<file path="config.mk">
export PLATFORM = sky130hd
export DESIGN_NAME = cb_read_seq
export DESIGN_NICKNAME = d
export VERILOG_FILES = /design/src/rtl/cb_read_seq.sv
export SDC_FILE = /design/constraint.sdc
export NUM_CORES = 1
export LEC_CHECK = 0
export BUFFER_PORTS_ARGS = -buffer_cell sky130_fd_sc_hd__buf_2
export CORE_MARGIN = 4
export CORE_UTILIZATION = 58
export CTS_CLUSTER_SIZE = 24
export DETAILED_ROUTE_END_ITERATION = 7
export PLACE_DENSITY = 0.86
export SLEW_MARGIN = 20
export SYNTH_ARGS = -nofsm -noshare
export SYNTH_HDL_FRONTEND = slang
export SYNTH_SLANG_ARGS = --single-unit
export TNS_END_PERCENT = 20
</file>
<file path="constraint.sdc">
create_clock -name clock -period 9.6 [get_ports clock]
set_input_delay 0 -clock clock [delete_from_list [all_inputs] [get_ports clock]]
set_output_delay 0 -clock clock [all_outputs]
set_load 0.005 [all_outputs]
</file>
<file path="src/rtl/cb_read_seq.sv">
// ============================================================================
// Module   : cb_read_seq
// Brief    : Walks a circular buffer of 72-bit words backwards from the newest
//            word and unpacks each word into four 18-bit samples.
// Revision : 1.0 - initial release
// ============================================================================
`default_nettype none

module cb_read_seq #(
    parameter int RD_LAT = 3
) (
    input  logic        clock,
    input  logic        reset,
    input  logic        enxk,
    input  logic [11:0] wbase,
    input  logic [11:0] nwords,
    output logic [11:0] addrout,
    input  logic [71:0] rdin,
    output logic [17:0] xout,
    output logic        xvalid,
    output logic        xfirst,
    output logic        xlast,
    output logic        busy,
    output logic        overrun
);

    typedef enum logic [1:0] {
        S_IDLE  = 2'd0,
        S_ISSUE = 2'd1,
        S_DRAIN = 2'd2
    } state_t;

    state_t       r_state;
    state_t       w_next;

    logic [11:0]  r_addr;
    logic [12:0]  r_left;
    logic [1:0]   r_div;
    logic [RD_LAT:0] r_pv;
    logic [RD_LAT:0] r_pf;
    logic [RD_LAT:0] r_pl;
    logic [53:0]  r_rest;
    logic [17:0]  r_xout;
    logic         r_xvalid;
    logic         r_xfirst;
    logic         r_xlast;
    logic         r_xlast_d;
    logic [1:0]   r_lane;
    logic         r_lastw;
    logic         r_overrun;

    logic         w_accept;
    logic         w_step;
    logic [12:0]  w_nwords13;
    logic [1:0]   w_nlane;
    logic [17:0]  w_lane_data;

    assign w_accept   = enxk && (r_state == S_IDLE);
    assign w_step     = (r_state == S_ISSUE) && (r_left != 13'd0) && (r_div == 2'd3);
    assign w_nwords13 = (nwords == 12'd0) ? 13'd4096 : {1'b0, nwords};
    assign w_nlane    = r_lane + 2'd1;

    always_comb begin
        w_lane_data = r_rest[17:0];
        case (w_nlane)
            2'd1:    w_lane_data = r_rest[53:36];
            2'd2:    w_lane_data = r_rest[35:18];
            default: w_lane_data = r_rest[17:0];
        endcase
    end

    always_ff @(posedge clock or posedge reset) begin
        if (reset) begin
            r_state <= S_IDLE;
        end else begin
            r_state <= w_next;
        end
    end

    // DRAIN exits one cycle after xlast so busy covers the cycle following the last sample
    always_comb begin
        w_next = r_state;
        case (r_state)
            S_IDLE:  if (w_accept) w_next = S_ISSUE;
            S_ISSUE: if (r_left == 13'd0) w_next = S_DRAIN;
            S_DRAIN: if (r_xlast_d) w_next = S_IDLE;
            default: w_next = S_IDLE;
        endcase
    end

    always_ff @(posedge clock or posedge reset) begin
        if (reset) begin
            r_addr    <= 12'd0;
            r_left    <= 13'd0;
            r_div     <= 2'd0;
            r_pv      <= '0;
            r_pf      <= '0;
            r_pl      <= '0;
            r_overrun <= 1'b0;
        end else begin
            r_overrun <= enxk && (r_state != S_IDLE);
            // Bit 0 marks the cycle an address is on the bus; bit RD_LAT marks its data on rdin
            r_pv <= {r_pv[RD_LAT-1:0], w_accept || w_step};
            r_pf <= {r_pf[RD_LAT-1:0], w_accept};
            r_pl <= {r_pl[RD_LAT-1:0], (w_accept && (w_nwords13 == 13'd1)) ||
                                       (w_step && (r_left == 13'd1))};
            if (w_accept) begin
                r_addr <= wbase;
                r_left <= w_nwords13 - 13'd1;
                r_div  <= 2'd0;
            end else begin
                if (r_state == S_ISSUE) begin
                    r_div <= r_div + 2'd1;
                end
                if (w_step) begin
                    r_addr <= r_addr - 12'd1;
                    r_left <= r_left - 13'd1;
                end
            end
        end
    end

    always_ff @(posedge clock or posedge reset) begin
        if (reset) begin
            r_rest    <= '0;
            r_xout    <= 18'd0;
            r_xvalid  <= 1'b0;
            r_xfirst  <= 1'b0;
            r_xlast   <= 1'b0;
            r_xlast_d <= 1'b0;
            r_lane    <= 2'd0;
            r_lastw   <= 1'b0;
        end else begin
            r_xlast_d <= r_xlast;
            if (r_pv[RD_LAT]) begin
                r_rest   <= rdin[53:0];
                r_xout   <= rdin[71:54];
                r_xvalid <= 1'b1;
                r_xfirst <= r_pf[RD_LAT];
                r_xlast  <= 1'b0;
                r_lastw  <= r_pl[RD_LAT];
                r_lane   <= 2'd0;
            end else if (r_xvalid && (r_lane != 2'd3)) begin
                r_lane   <= w_nlane;
                r_xout   <= w_lane_data;
                r_xfirst <= 1'b0;
                r_xlast  <= r_lastw && (w_nlane == 2'd3);
            end else begin
                r_xvalid <= 1'b0;
                r_xfirst <= 1'b0;
                r_xlast  <= 1'b0;
            end
        end
    end

    assign addrout = r_addr;
    assign xout    = r_xout;
    assign xvalid  = r_xvalid;
    assign xfirst  = r_xfirst;
    assign xlast   = r_xlast;
    assign busy    = (r_state != S_IDLE);
    assign overrun = r_overrun;

endmodule

`default_nettype wire

</file>
# Yosys cells after proc, flatten, opt, wreduce, memory -nomap -nowiden
# Index checks and enable logic that the tools add are counted.
[totals]
ff_bits = 121
output_inout_bits = 35
[op_classes]
add_sub_neg = 5
eq_ne = 13
muxes = 21
n_reduce_logical = 19
[ops]
columns = ["cell", "n"]
rows = [
  ["13-bit two-way mux", 3],
  ["18-bit two-way mux", 2],
  ["18-bit case mux with 2 select lines", 1],
  ["13-bit by 1-bit == test with 1-bit output, second input constant", 2],
  ["13-bit by 1-bit subtractor with 13-bit output, second input constant", 2],
  ["12-bit two-way mux", 2],
  ["2-bit two-way mux", 7],
  ["13-bit logical NOT", 1],
  ["13-bit nonzero test", 1],
  ["12-bit logical NOT", 1],
  ["12-bit by 1-bit subtractor with 12-bit output, second input constant", 1],
  ["2-bit == test, second input constant", 4],
  ["1-bit logical AND", 8],
  ["2-bit != test, second input constant", 4],
  ["2-bit nonzero test", 4],
  ["2-bit case mux with 3 select lines", 1],
  ["1-bit two-way mux", 5],
  ["2-bit by 1-bit adder with 2-bit output, second input constant", 2],
  ["2-bit by 1-bit == test with 1-bit output, second input constant", 2],
  ["3-bit AND reduction", 1],
  ["2-bit logical NOT", 1],
  ["1-bit logical OR", 2],
  ["2-bit by 1-bit != test with 1-bit output, second input constant", 1],
]

# Longest topological paths before layout
# Gate-level depths: netlist (run 1).
[logic_depth]
ltp_word = 5
depth_mapped = 9
depth_no_buf = 7

# Worst setup path after synthesis (run 1)
# OpenSTA, ideal clock, no wires.
[synth_timing]
kind = "flip-flop to flip-flop"
from = "register r_left[0]"
to = "register r_left[7]"
setup_ps = 137
t_arrival_ps = 2112
required_ps = 9463
path_slack_ps = 7351
stages_incl_launch_ff = 10
path_buffers = 2
path_cell_list = "dfrtp_1 -> inv_1 -> ha_1 -> or3b_2 -> clkbuf_1 -> o41a_1 -> buf_6 -> nand3_1 -> xor2_1 -> a21oi_1"
[synth_via]
elab_chain_cells = 4
elab_cells_between_ends = 7
cone_classes = "add/sub (1); mux (2); reduce/logical (4)"
[synth_lines]
columns = ["element", "line", "source"]
rows = [
  ["start, declared", "37", "logic [12:0] r_left;"],
  ["start signal, assigned", "109", "r_left <= w_nwords13 - 13'd1;"],
  ["start signal, assigned", "117", "r_left <= r_left - 13'd1;"],
  ["parallel branches: the longest is 4 deep, another holds 13-bit by 1-bit subtractor with 13-bit output", "-", ""],
]
# Several ways; the timed one is not identified. The select of a mux whose other input is x is not followed.
# A chain may end at the register's enable or synchronous reset.

# Worst setup path after layout (run 1)
[layout_timing]
from = "register r_lane[0]"
to = "register r_xout[5], in the netlist xout[5]"
[layout_via]
elab_chain_cells = 5
elab_cells_between_ends = 9
cone_classes = "add/sub (1); eq/ne (3); mux (3); reduce/logical (2)"
[layout_lines]
columns = ["element", "line", "source"]
rows = [
  ["start, declared", "48", "logic [1:0] r_lane;"],
  ["start signal, assigned", "144", "r_lane <= w_nlane;"],
  ["2-bit by 1-bit adder with 2-bit output", "61", "assign w_nlane = r_lane + 2'd1;"],
  ["2-bit == test or 2-bit by 1-bit == test with 1-bit output (tied branches)", "65", "case (w_nlane)"],
  ["18-bit case mux with 2 select lines", "65", ""],
  ["18-bit two-way mux", "143", "end else if (r_xvalid && (r_lane != 2'd3)) begin"],
  ["18-bit two-way mux", "135", "if (r_pv[RD_LAT]) begin"],
  ["end signal, assigned", "137", "r_xout <= rdin[71:54];"],
  ["end signal, assigned", "145", "r_xout <= w_lane_data;"],
  ["end, declared", "43", "logic [17:0] r_xout;"],
]
# Parallel ways exist; a longest one is shown, timed or not. The select of a mux whose other input is x is not followed.

==> results of run 1 <==
[sequential cells by signal, indices dropped and copies added, names as in the netlist]
signal     count
r_pv           4
r_pl           4
r_pf           4
xout          18
overrun        1
xvalid         1
r_lastw        1
r_xlast_d      1
r_div          2
xfirst         1
r_rest        54
r_left        13
xlast          1
r_lane         2
addrout       12
r_state        2
[placed cells by master (no fill, tap or decap), types with 17 or more instances in the layout]
cell,count
a21oi_1,17
a22oi_1,18
buf_2,133
dfrtp_1,120
dlygate4sd3_1,105
mux2_2,55
nand2_1,51
nand3_1,26
nor2_1,28
o21ai_0,46
[cell families (layout without fill, tap and decap cells)]
logic type / count (synthesis) / in the layout
buffers and inverters: 40 / 287
flip-flops: 121 / 121
multiplexers: 57 / 57
AO/OA/AOI/OAI: 101 / 101
XOR/XNOR: 26 / 26
other: 0 / 1
AND/OR/NAND/NOR: 150 / 150
adder cells (fa/ha/maj): 10 / 10
[worst max-delay path: cells and delay by family (launching register included)]
| kind | cells | cell delay (ns) |
|---|---|---|
| simple gates | 3 | 0.49 |
| buf+inv | 2 | 0.41 |
| fa+ha+maj | 1 | 0.77 |
| compound gates | 2 | 0.36 |
| flops | 1 | 0.45 |
[layer usage]
layer | vias to the layer above | track usage [%]
met4 | 0 | 21.2
li1 | 2281 | -
met3 | 110 | 8.57
met5 | - | 0
met1 | 2535 | 36.7
met2 | 360 | 60.4
[per-stage QoR]
stage	utilization [%]	hold WS [ns]
2_1_floorplan	-	0.117
3_3_place_gp	67.8	0.0638
3_5_place_dp	67.8	0.0739
4_1_cts	85.0	0.0905
5_1_grt	85.2	0.122
6_report	85.2	0.0742
[path summary, 6_finish.rpt]
path	start	endpoint	depth (start not counted)
worst max-delay path	r_lane[0]	xout[5]	8
worst min register to register	r_pf[1]	r_pf[2]	0
max in group asynchronous	reset	r_pv[3]	5
min in group clock	wbase[0]	addrout[0]	4
worst max register to register	r_lane[0]	xout[5]	8
worst min-delay path	reset	xout[1]	3
[cell type report]
class | instances | area, sq um
fill | 421 | 1370
clock buffer | 18 | 428
inverter | 12 | 47.5
multi-input combinational | 344 | 2360
antenna | 1 | 2.50
sequential | 121 | 3030
timing repair buffer | 243 | 1770
clock inverter | 14 | 116
tap | 129 | 161
[power groups by stage]
stage / clock network [W] / registers (W) / logic, W
floorplan: 0 / 0.000541 / 0.0000280
global placement: 0 / 0.000542 / 0.0000590
detailed placement: 0 / 0.000543 / 0.0000617
CTS: 0.000579 / 0.000534 / 0.0000954
global route: 0.000614 / 0.000538 / 0.000113
finish: 0.000581 / 0.000537 / 0.000105
==> results.toml, run 1 <==
[power]
p_sw_share_pct = 25.1
pwr-share-seq_pct = 43.9
p_leak_nw = 3.43
power.total_w = 0.00122
ir_drop_mv = 0.105
power.internal_w = 0.000916
power_switching_w = 0.000307
pwr-share-clk_pct = 47.5
combPwrFrac_pct = 8.6
power.density_nw_per_um2 = 155

[critical_path]
path_cells = "inv_1 > ha_1 > nor2_1 > buf_4 > nand2_1 > nand3_1 > o21ai_0 > o21ai_0"
worstPathArrival_ns = 2.99
cp_slowest_cell = "ha_1"
rrSetupSlack_ns = 6.93
cpPeakStageDelay_ns = 0.77
start_kind = "register"
crit_path_frequent_cell = "o21ai_0"
critical_path_peak_fanout = 19
worstSetupPathType = "reg2reg"
cp-end-kind = "register"
required_ns = 9.92

[sta]
worstMarginPinSlew_ns = 1.05
final.setup.tns_ns = 0
skew_ns = 0.00960
maxSlewHeadroom_pct = 30.1
fin_ws_ns = 6.93
fmax_mhz = 374
timing.final.crit_share_pct = 27.9
fin_crit_ns = 2.67
grt_setup_unrepaired = "no"
hold_violations = 0
setup_viol = 0
report.final.slew_viol_count = 0

[clock_tree]
cts_root_buf = "clkbuf_8"
clockBufferDepth = 2
cts_repair_resize_count = 0
htree_levels = 4
cts_made_buffers = 17
cts_tree = "done"
cts_sinks = 121
postCtsHoldBufs = 105
postCtsSetupBuffers = 0
clk_latency_ns = 0.50
cts.clk_slew.worst_paths_ns = 0.06

[grt]
grt_antenna_before_repair = 1
grt_pass1_wl_microns = 29500
track_usage_pct = 34.3
grt_overflow = 0
grt_max_degree = 97
grt_pass1_vias = 5591

[logic_synthesis]
synth_adder_area_share_pct = 2.26
synth_top_family_by_area = "simple AND/OR/NAND/NOR gates"
synth-compound-area-share_pct = 11.3
syn-num-nets = 614
yosys.area.top_type = "dfrtp_1"
synthTopCellsByArea = "dfrtp_1 (55%), mux2_2 (11%), o21ai_0 (4.1%)"
synthFlopType = "dfrtp_1"
synth-simple-area-share_pct = 13.2
synth_cell_types = 51
synth.top_cell.area_share_pct = 54.6
yosysMostFrequentCell = "dfrtp_1"
ys_warn_count = 0
synth_edf_count = 0
synthTopCellsByCount = "dfrtp_1 (121), mux2_2 (55), nand2_1 (51), o21ai_0 (46), nor2_1 (28)"
async_reset_ff_share_pct = 100
synthXorXnorAreaFrac_pct = 4.10
synthMuxAreaShare_pct = 11.5
synth_seq_cells = 121
ys_seq_area_share_pct = 54.6
syn_inst = 505
syn_area_sq_um = 5550
synth_area_per_cell_sq_um = 11.0

[place]
routabilityCongestion = 0.824
hpwl_microns = 8640
port_buffers = 133
placed_area_sq_um = 6290
dp_cells = 743
pre_cts_slack_ns = 7.16

[cells_and_area]
final_area_sq_um = 7910
stdcell_count = 882
nets = 848
area_delta_synth_final_pct = 42.6
drive_above_1_share_pct = 31.3

[floorplanning]
die_w_microns = 106
die_h_microns = 106
die-area_sq_um = 11200
row_count = 35
start_util_pct = 59.8
core-area_sq_um = 9280
ios = 134

[status]
status = "finished clean"

[route]
route.met3.wl_microns = 1380
postRouteAntennaNets = 0
drc = 0
wl_per_cell_microns = 20.9
dr.pass1.iters = 5
drtIter0Drc = 439
wl_met2_microns = 9620
wl_met1_microns = 6280
num_vias = 5286
vias_per_cell = 5.99
drt_wl_total_microns = 18400
top_layer = "met4"

[min_path]
hold_class = "in2async"

[job]
drv_cap = 0
Power figures use the tool's default switching activity.
==> run 2, diff against run 1 <==
--- a/config.mk
+++ b/config.mk
@@ -5,12 +5,13 @@
 export SDC_FILE = /design/constraint.sdc
 export NUM_CORES = 1
 export LEC_CHECK = 0
+export ABC_AREA = 1
 export BUFFER_PORTS_ARGS = -buffer_cell sky130_fd_sc_hd__buf_2
 export CORE_MARGIN = 4
-export CORE_UTILIZATION = 58
+export CORE_UTILIZATION = 54
 export CTS_CLUSTER_SIZE = 24
 export DETAILED_ROUTE_END_ITERATION = 7
-export PLACE_DENSITY = 0.86
+export PLACE_DENSITY = 0.8
 export SLEW_MARGIN = 20
 export SYNTH_ARGS = -nofsm -noshare
 export SYNTH_HDL_FRONTEND = slang
==> constraint.sdc (replaced) <==
create_clock -name clock -period 2.49 [get_ports clock]
set_input_delay 0 -clock clock [delete_from_list [all_inputs] [get_ports clock]]
set_output_delay 0 -clock clock [all_outputs]
set_load 0.005 [all_outputs]
==> run 2 against run 1 <==
Effect of this change:
- wire length decreased by 3.2%
- sequential cell count unchanged
- sequential share of layout area decreased by 2.0 points
- area after synthesis increased by 4.4%
- via count increased by 13%
- core utilization decreased by 4.9 points
- die area increased by 11%
- hold slack improved by 0.028 ns
- synthesized cell count increased by 38%
- non-clock buffer count increased by 9
- sequential power increased to 3.8 times the previous value
- clock skew about the same
==> results.toml, run 2 <==
[power]
ir_drop_mv = 0.341
power_switching_w = 0.00106
p_sw_share_pct = 21.6
power.internal_w = 0.00386
pwr-share-clk_pct = 50.2
power.density_nw_per_um2 = 590
p_leak_nw = 4.02
combPwrFrac_pct = 7.9
pwr-share-seq_pct = 41.9

[logic_synthesis]
synth_cell_types = 38
synth_area_per_cell_sq_um = 8.33
yosys.area.top_type = "dfrtp_1"
synthTopCellsByArea = "dfrtp_1 (52%), nand2_1 (11%), o21ai_0 (7.9%)"
synthTopCellsByCount = "nand2_1 (164), dfrtp_1 (121), o21ai_0 (92), inv_1 (76), nor2_1 (49)"
synthFlopType = "dfrtp_1"
ys_seq_area_share_pct = 52.3
syn-num-nets = 805
yosysMostFrequentCell = "nand2_1"
synth_seq_cells = 121
syn_area_sq_um = 5790
synth_edf_count = 0
synth.top_cell.area_share_pct = 52.3
ys_warn_count = 0
syn_inst = 696
async_reset_ff_share_pct = 100

[sta]
fin_crit_ns = 2.44
setup_viol = 0
timing.final.crit_share_pct = 98.1
fmax_mhz = 409
report.final.slew_viol_count = 0
maxSlewHeadroom_pct = 52.6
final.setup.tns_ns = 0
hold_violations = 0
skew_ns = 0.00914
worstMarginPinSlew_ns = 0.710
fin_ws_ns = 0.0476

[cells_and_area]
drive_above_1_share_pct = 21.5
area_delta_synth_final_pct = 43.8
largest-register = "r_rest"
layout_commonest_cell = "nand2_1"
nets = 1044
fillers = 604
final_cell_mix = "nand2_1 (159), buf_2 (132), dfrtp_1 (120), dlygate4sd3_1 (104), o21ai_0 (92)"
num_antenna_cells = 0
post-route-util_pct = 80.3
largest_reg_flops = 54
stdcell_count = 1084

[grt]
grt_pass1_wl_microns = 28800
grt_max_degree = 111
grt_pass1_vias = 6019
grt_antenna_before_repair = 0
grt_overflow = 0
track_usage_pct = 28.5

[critical_path]
cpPeakStageDelay_ns = 0.57
required_ns = 2.89
path_cells = "dlygate4sd3_1 > buf_2 > nor2_2 > nand2_1 > nor2_4 > nand2_2 > nand2_2 > nand2_2 > o21ai_0 > dlygate4sd3_1 > nand2_1 > o21ai_0 > dlygate4sd3_1 > nand2_1"
worstPathArrival_ns = 2.84
critical_path_peak_fanout = 4
crit_family = "buffers and inverters"
worst-path-buf-inv = 4
worstSetupPathType = "in2reg"
reg2reg_depth = 10
cp_slowest_cell = "dlygate4sd3_1"
start_kind = "input pin"
path_depth = 14
cp-end-kind = "register"

[floorplanning]
die-area_sq_um = 12500
die_w_microns = 112
ios = 134
start_util_pct = 55.9
row_count = 37
die_h_microns = 112
core-area_sq_um = 10400

[route]
wl_per_cell_microns = 16.5
drt_wl_total_microns = 17800
drtIter0Drc = 488
num_vias = 5965
vias_per_cell = 5.50
dr.pass1.iters = 5
drc = 0
postRouteAntennaNets = 0

[clock_tree]
clk_latency_ns = 0.51
clockBufferDepth = 2
cts_made_buffers = 17
cts_root_buf = "clkbuf_8"
cts_tree = "done"
cts_sinks = 121
cts.clk_slew.worst_paths_ns = 0.06
htree_levels = 4

[status]
status = "finished clean"

[min_path]
whs_path_depth = 6
hold_class = "in2reg"

[place]
port_buffers = 133
pre_cts_slack_ns = 0.489
hpwl_microns = 10200
routabilityCongestion = 0.876
dp_cells = 945

[job]
drv_cap = 0
==> run 2: cell types whose count changed after synthesis, sizes merged, moves of 19 or more <==
cell / before / now
o21ai: 48 / 102
mux2: 55 / 0
nor2: 28 / 50
o22ai: 0 / 19
inv: 12 / 78
nand3: 26 / 48
nand2: 51 / 166
==> run 2: worst min-delay path, delay by kind of cell <==
family | cells | cell delay [ns]
buf+inv | 2 | 0.19
fa+ha+maj | 1 | 0.14
simple gates | 1 | 0.05
compound gates | 2 | 0.18
==> run 2: per-stage QoR <==
| step | power [W] | area (sq um) | hold WS [ns] |
|---|---|---|---|
| 5_1_grt | 0.00508 | 8330 | 0.145 |
| 3_3_place_gp | 0.00232 | 6620 | 0.136 |
| 2_1_floorplan | 0.00218 | 5800 | 0.106 |
| 3_5_place_dp | 0.00233 | 6620 | 0.147 |
| 6_report | 0.00492 | 8330 | 0.102 |
| 4_1_cts | 0.00492 | 8260 | 0.0543 |
==> run 2: power by group through the flow <==
stage | clock [W] | sequential [W] | combinational [W]
floorplan | 0 | 0.00208 | 0.0000992
global placement | 0 | 0.00209 | 0.000232
detailed placement | 0 | 0.00209 | 0.000240
CTS | 0.00250 | 0.00205 | 0.000363
global route | 0.00260 | 0.00206 | 0.000426
finish | 0.00247 | 0.00206 | 0.000388
==> run 2: metal layers <==
metal  share of wire, %  GRT usage (%)
met5                  0              0
met4                2.9           11.1
met3                6.7           6.14
met2                 51           50.1
met1                 39           34.3
==> run 2: layout make-up <==
cell class / count / area, sq um / share of cell area [%]
clock buffers: 19 / 422 / 5.06
clock inverters: 13 / 178 / 2.13
inverters: 80 / 304 / 3.65
multi-input cells: 463 / 2370 / 28.4
flip-flops and latches: 121 / 3030 / 36.4
well taps: 136 / 170 / 2.04
repair buffers: 252 / 1860 / 22.3
==> run 2: worst paths after layout <==
path	from	endpoint	slack, ns
max	nwords[8]	r_left[5]	0.05
min	nwords[1]	r_left[1]	0.10
max reg2reg	r_left[0]	r_left[5]	0.25
min reg2reg	r_pf[1]	r_pf[2]	0.34
max in group asynchronous	reset	r_xlast_d	1.65
min in group asynchronous	reset	r_rest[24]	0.16
==> run 2: kinds of logic (layout without fill, tap and decap cells) <==
family | Yosys count | count (layout) | share of synthesized area (%)
xor+xnor | 6 | 6 | 0.907
fa+ha+maj | 10 | 10 | 2.16
simple gates | 285 | 285 | 21.2
compound gates | 162 | 162 | 15.8
buf+inv | 112 | 364 | 7.69
flops | 121 | 121 | 52.3
==> run 2: timing repair <==
action,CTS,global route
setup buffers,0,4
hold buffers,104,0
setup endpoints to repair,0,2
resized for setup,0,15
endpoints found under the hold margin,127,0
==> run 3, diff against run 2 <==
--- a/config.mk
+++ b/config.mk
@@ -12,6 +12,7 @@
 export CTS_CLUSTER_SIZE = 24
 export DETAILED_ROUTE_END_ITERATION = 7
 export PLACE_DENSITY = 0.8
+export RECOVER_POWER = 50
 export SLEW_MARGIN = 20
 export SYNTH_ARGS = -nofsm -noshare
 export SYNTH_HDL_FRONTEND = slang
==> run 3 against run 2 <==
Effect of this change:
- setup slack got worse by 0.014 ns
- first-iteration DRC count fell by 15%
- sequential share of layout area rose by 0.26 points
- maximum frequency fell by 0.59%
- highest routed layer unchanged
- clock skew rose by 0.0011 ns
- sequential cell count did not move
- cell count did not move
- largest cell class unchanged
==> results.toml, run 3 (same netlist as run 2, synthesis figures left out) <==
[route]
vias_per_cell = 5.54
dr.pass1.iters = 5
drtIter0Drc = 414
wl_per_cell_microns = 16.5
drc = 0
num_vias = 6005
postRouteAntennaNets = 0
drt_wl_total_microns = 17800

[grt]
grt_overflow = 0
grt_pass1_wl_microns = 28800
grt_pass1_vias = 6019
grt_antenna_before_repair = 0
track_usage_pct = 28.5
grt_max_degree = 111

[critical_path]
reg2reg_depth = 10
start_kind = "input pin"
rrSetupSlack_ns = 0.25
critical_path_peak_fanout = 4
cp-end-kind = "register"
required_ns = 2.88
regToRegStartpoint = "r_left[0]"
startpoint = "nwords[8]"
worstSetupPathType = "in2reg"
worstPathArrival_ns = 2.85

[cells_and_area]
post-route-util_pct = 79.8
final_cell_mix = "nand2_1 (159), buf_2 (127), dfrtp_1 (120), dlygate4sd3_1 (104), o21ai_0 (92)"
seq_area_sq_um = 3030
largest-register = "r_rest"
stdcell_count = 1084
drive_above_1_share_pct = 20.8
fillers = 617
num_antenna_cells = 0
layout_commonest_cell = "nand2_1"
multiInputGateArea_sq_um = 2370
area_delta_synth_final_pct = 42.8
nets = 1044
largest_reg_flops = 54

[status]
status = "finished clean"

[floorplanning]
die-area_sq_um = 12500
core-area_sq_um = 10400
row_count = 37
start_util_pct = 55.9
die_w_microns = 112
die_h_microns = 112
ios = 134

[job]
drv_cap = 0

[min_path]
hold_class = "in2reg"
whs_path_depth = 6
hp-start = "nwords[1]"

[power]
power.internal_w = 0.00385
pwr-share-clk_pct = 50.4
power_switching_w = 0.00106
ir_drop_mv = 0.342
power.density_nw_per_um2 = 594
pwr-share-seq_pct = 41.9
combPwrFrac_pct = 7.7
p_leak_nw = 3.98
p_sw_share_pct = 21.7

[sta]
timing.final.crit_share_pct = 98.7
final.setup.tns_ns = 0
hold_violations = 0
maxSlewHeadroom_pct = 11.3
skew_ns = 0.0103
worstMarginPinSlew_ns = 1.32
fin_crit_ns = 2.46
report.final.slew_viol_count = 0
fmax_mhz = 407
fin_ws_ns = 0.0331
timing.hold.ws_ns = 0.101
setup_viol = 0

[clock_tree]
cts_root_buf = "clkbuf_8"
htree_levels = 4
cts_sinks = 121
cts.clk_slew.worst_paths_ns = 0.06
clk_latency_ns = 0.51
cts_made_buffers = 17
clockBufferDepth = 2
cts_tree = "done"

[place]
routabilityCongestion = 0.876
dp_cells = 945
port_buffers = 133
pre_cts_slack_ns = 0.489
hpwl_microns = 10200
run 3: changes by cell type in the layout (fill, tap and decap cells not counted):
| cell | before | now |
|---|---|---|
| buf_12 | 3 | 0 |
| buf_4 | 13 | 11 |
| clkinvlp_4 | 3 | 2 |
| clkinvlp_2 | 0 | 1 |
| clkbuf_1 | 2 | 9 |
| buf_2 | 132 | 127 |
| clkbuf_4 | 0 | 1 |
| clkbuf_2 | 0 | 2 |
run 3: path summary, 6_finish.rpt:
| kind | end |
|---|---|
| worst max-delay path | r_left[5] |
| worst min-delay path | r_left[1] |
| worst max register to register | r_left[5] |
| worst min register to register | r_pf[2] |
| max in group asynchronous | r_xlast_d |
| min in group asynchronous | r_rest[1] |
run 3: area by class of cell:
class / count / area share, %
clock inverter: 13 / 2.15
multi-input combinational: 463 / 28.6
tap: 136 / 2.06
clock buffer: 19 / 5.10
inverter: 80 / 3.65
timing repair buffer: 252 / 21.8
sequential: 121 / 36.6
run 3: power groups by stage:
stage           logic, W  registers (W)  clock network, W
3_5_place_dp    0.000240        0.00209                 0
6_report        0.000379        0.00206           0.00248
4_1_cts         0.000363        0.00205           0.00250
3_3_place_gp    0.000232        0.00209                 0
5_1_grt         0.000416        0.00206           0.00260
2_1_floorplan  0.0000992        0.00208                 0
run 3: repair_timing:
action                                  4_1_cts  5_1_grt
buffers inserted                              0        4
hold buffers                                104        0
resized for setup                             0       15
endpoints found under the setup margin        0        2
endpoints found under the hold margin       127        0
run 3: worst max-delay path: stages:
cell,delay (ns)
dlygate4sd3_1,0.55
buf_2,0.15
nor2_2,0.13
nand2_1,0.10
nor2_4,0.10
nand2_2,0.10
nand2_2,0.09
nand2_2,0.07
o21ai_0,0.16
dlygate4sd3_1,0.57
nand2_1,0.05
o21ai_0,0.15
dlygate4sd3_1,0.57
nand2_1,0.05
run 3: per-layer routing:
layer	part of all wire, %	track usage (%)	vias up
met2	51	50.1	319
met3	6.6	6.14	61
met5	0	0	-
li1	-	-	2792
met4	3.3	11.1	0
met1	39	34.3	2833
run 3: per-stage QoR:
| step | total power, W | area [sq um] |
|---|---|---|
| global route | 0.00507 | 8270 |
| floorplan | 0.00218 | 5800 |
| detailed placement | 0.00233 | 6620 |
| finish | 0.00491 | 8270 |
| CTS | 0.00492 | 8260 |
| global placement | 0.00232 | 6620 |
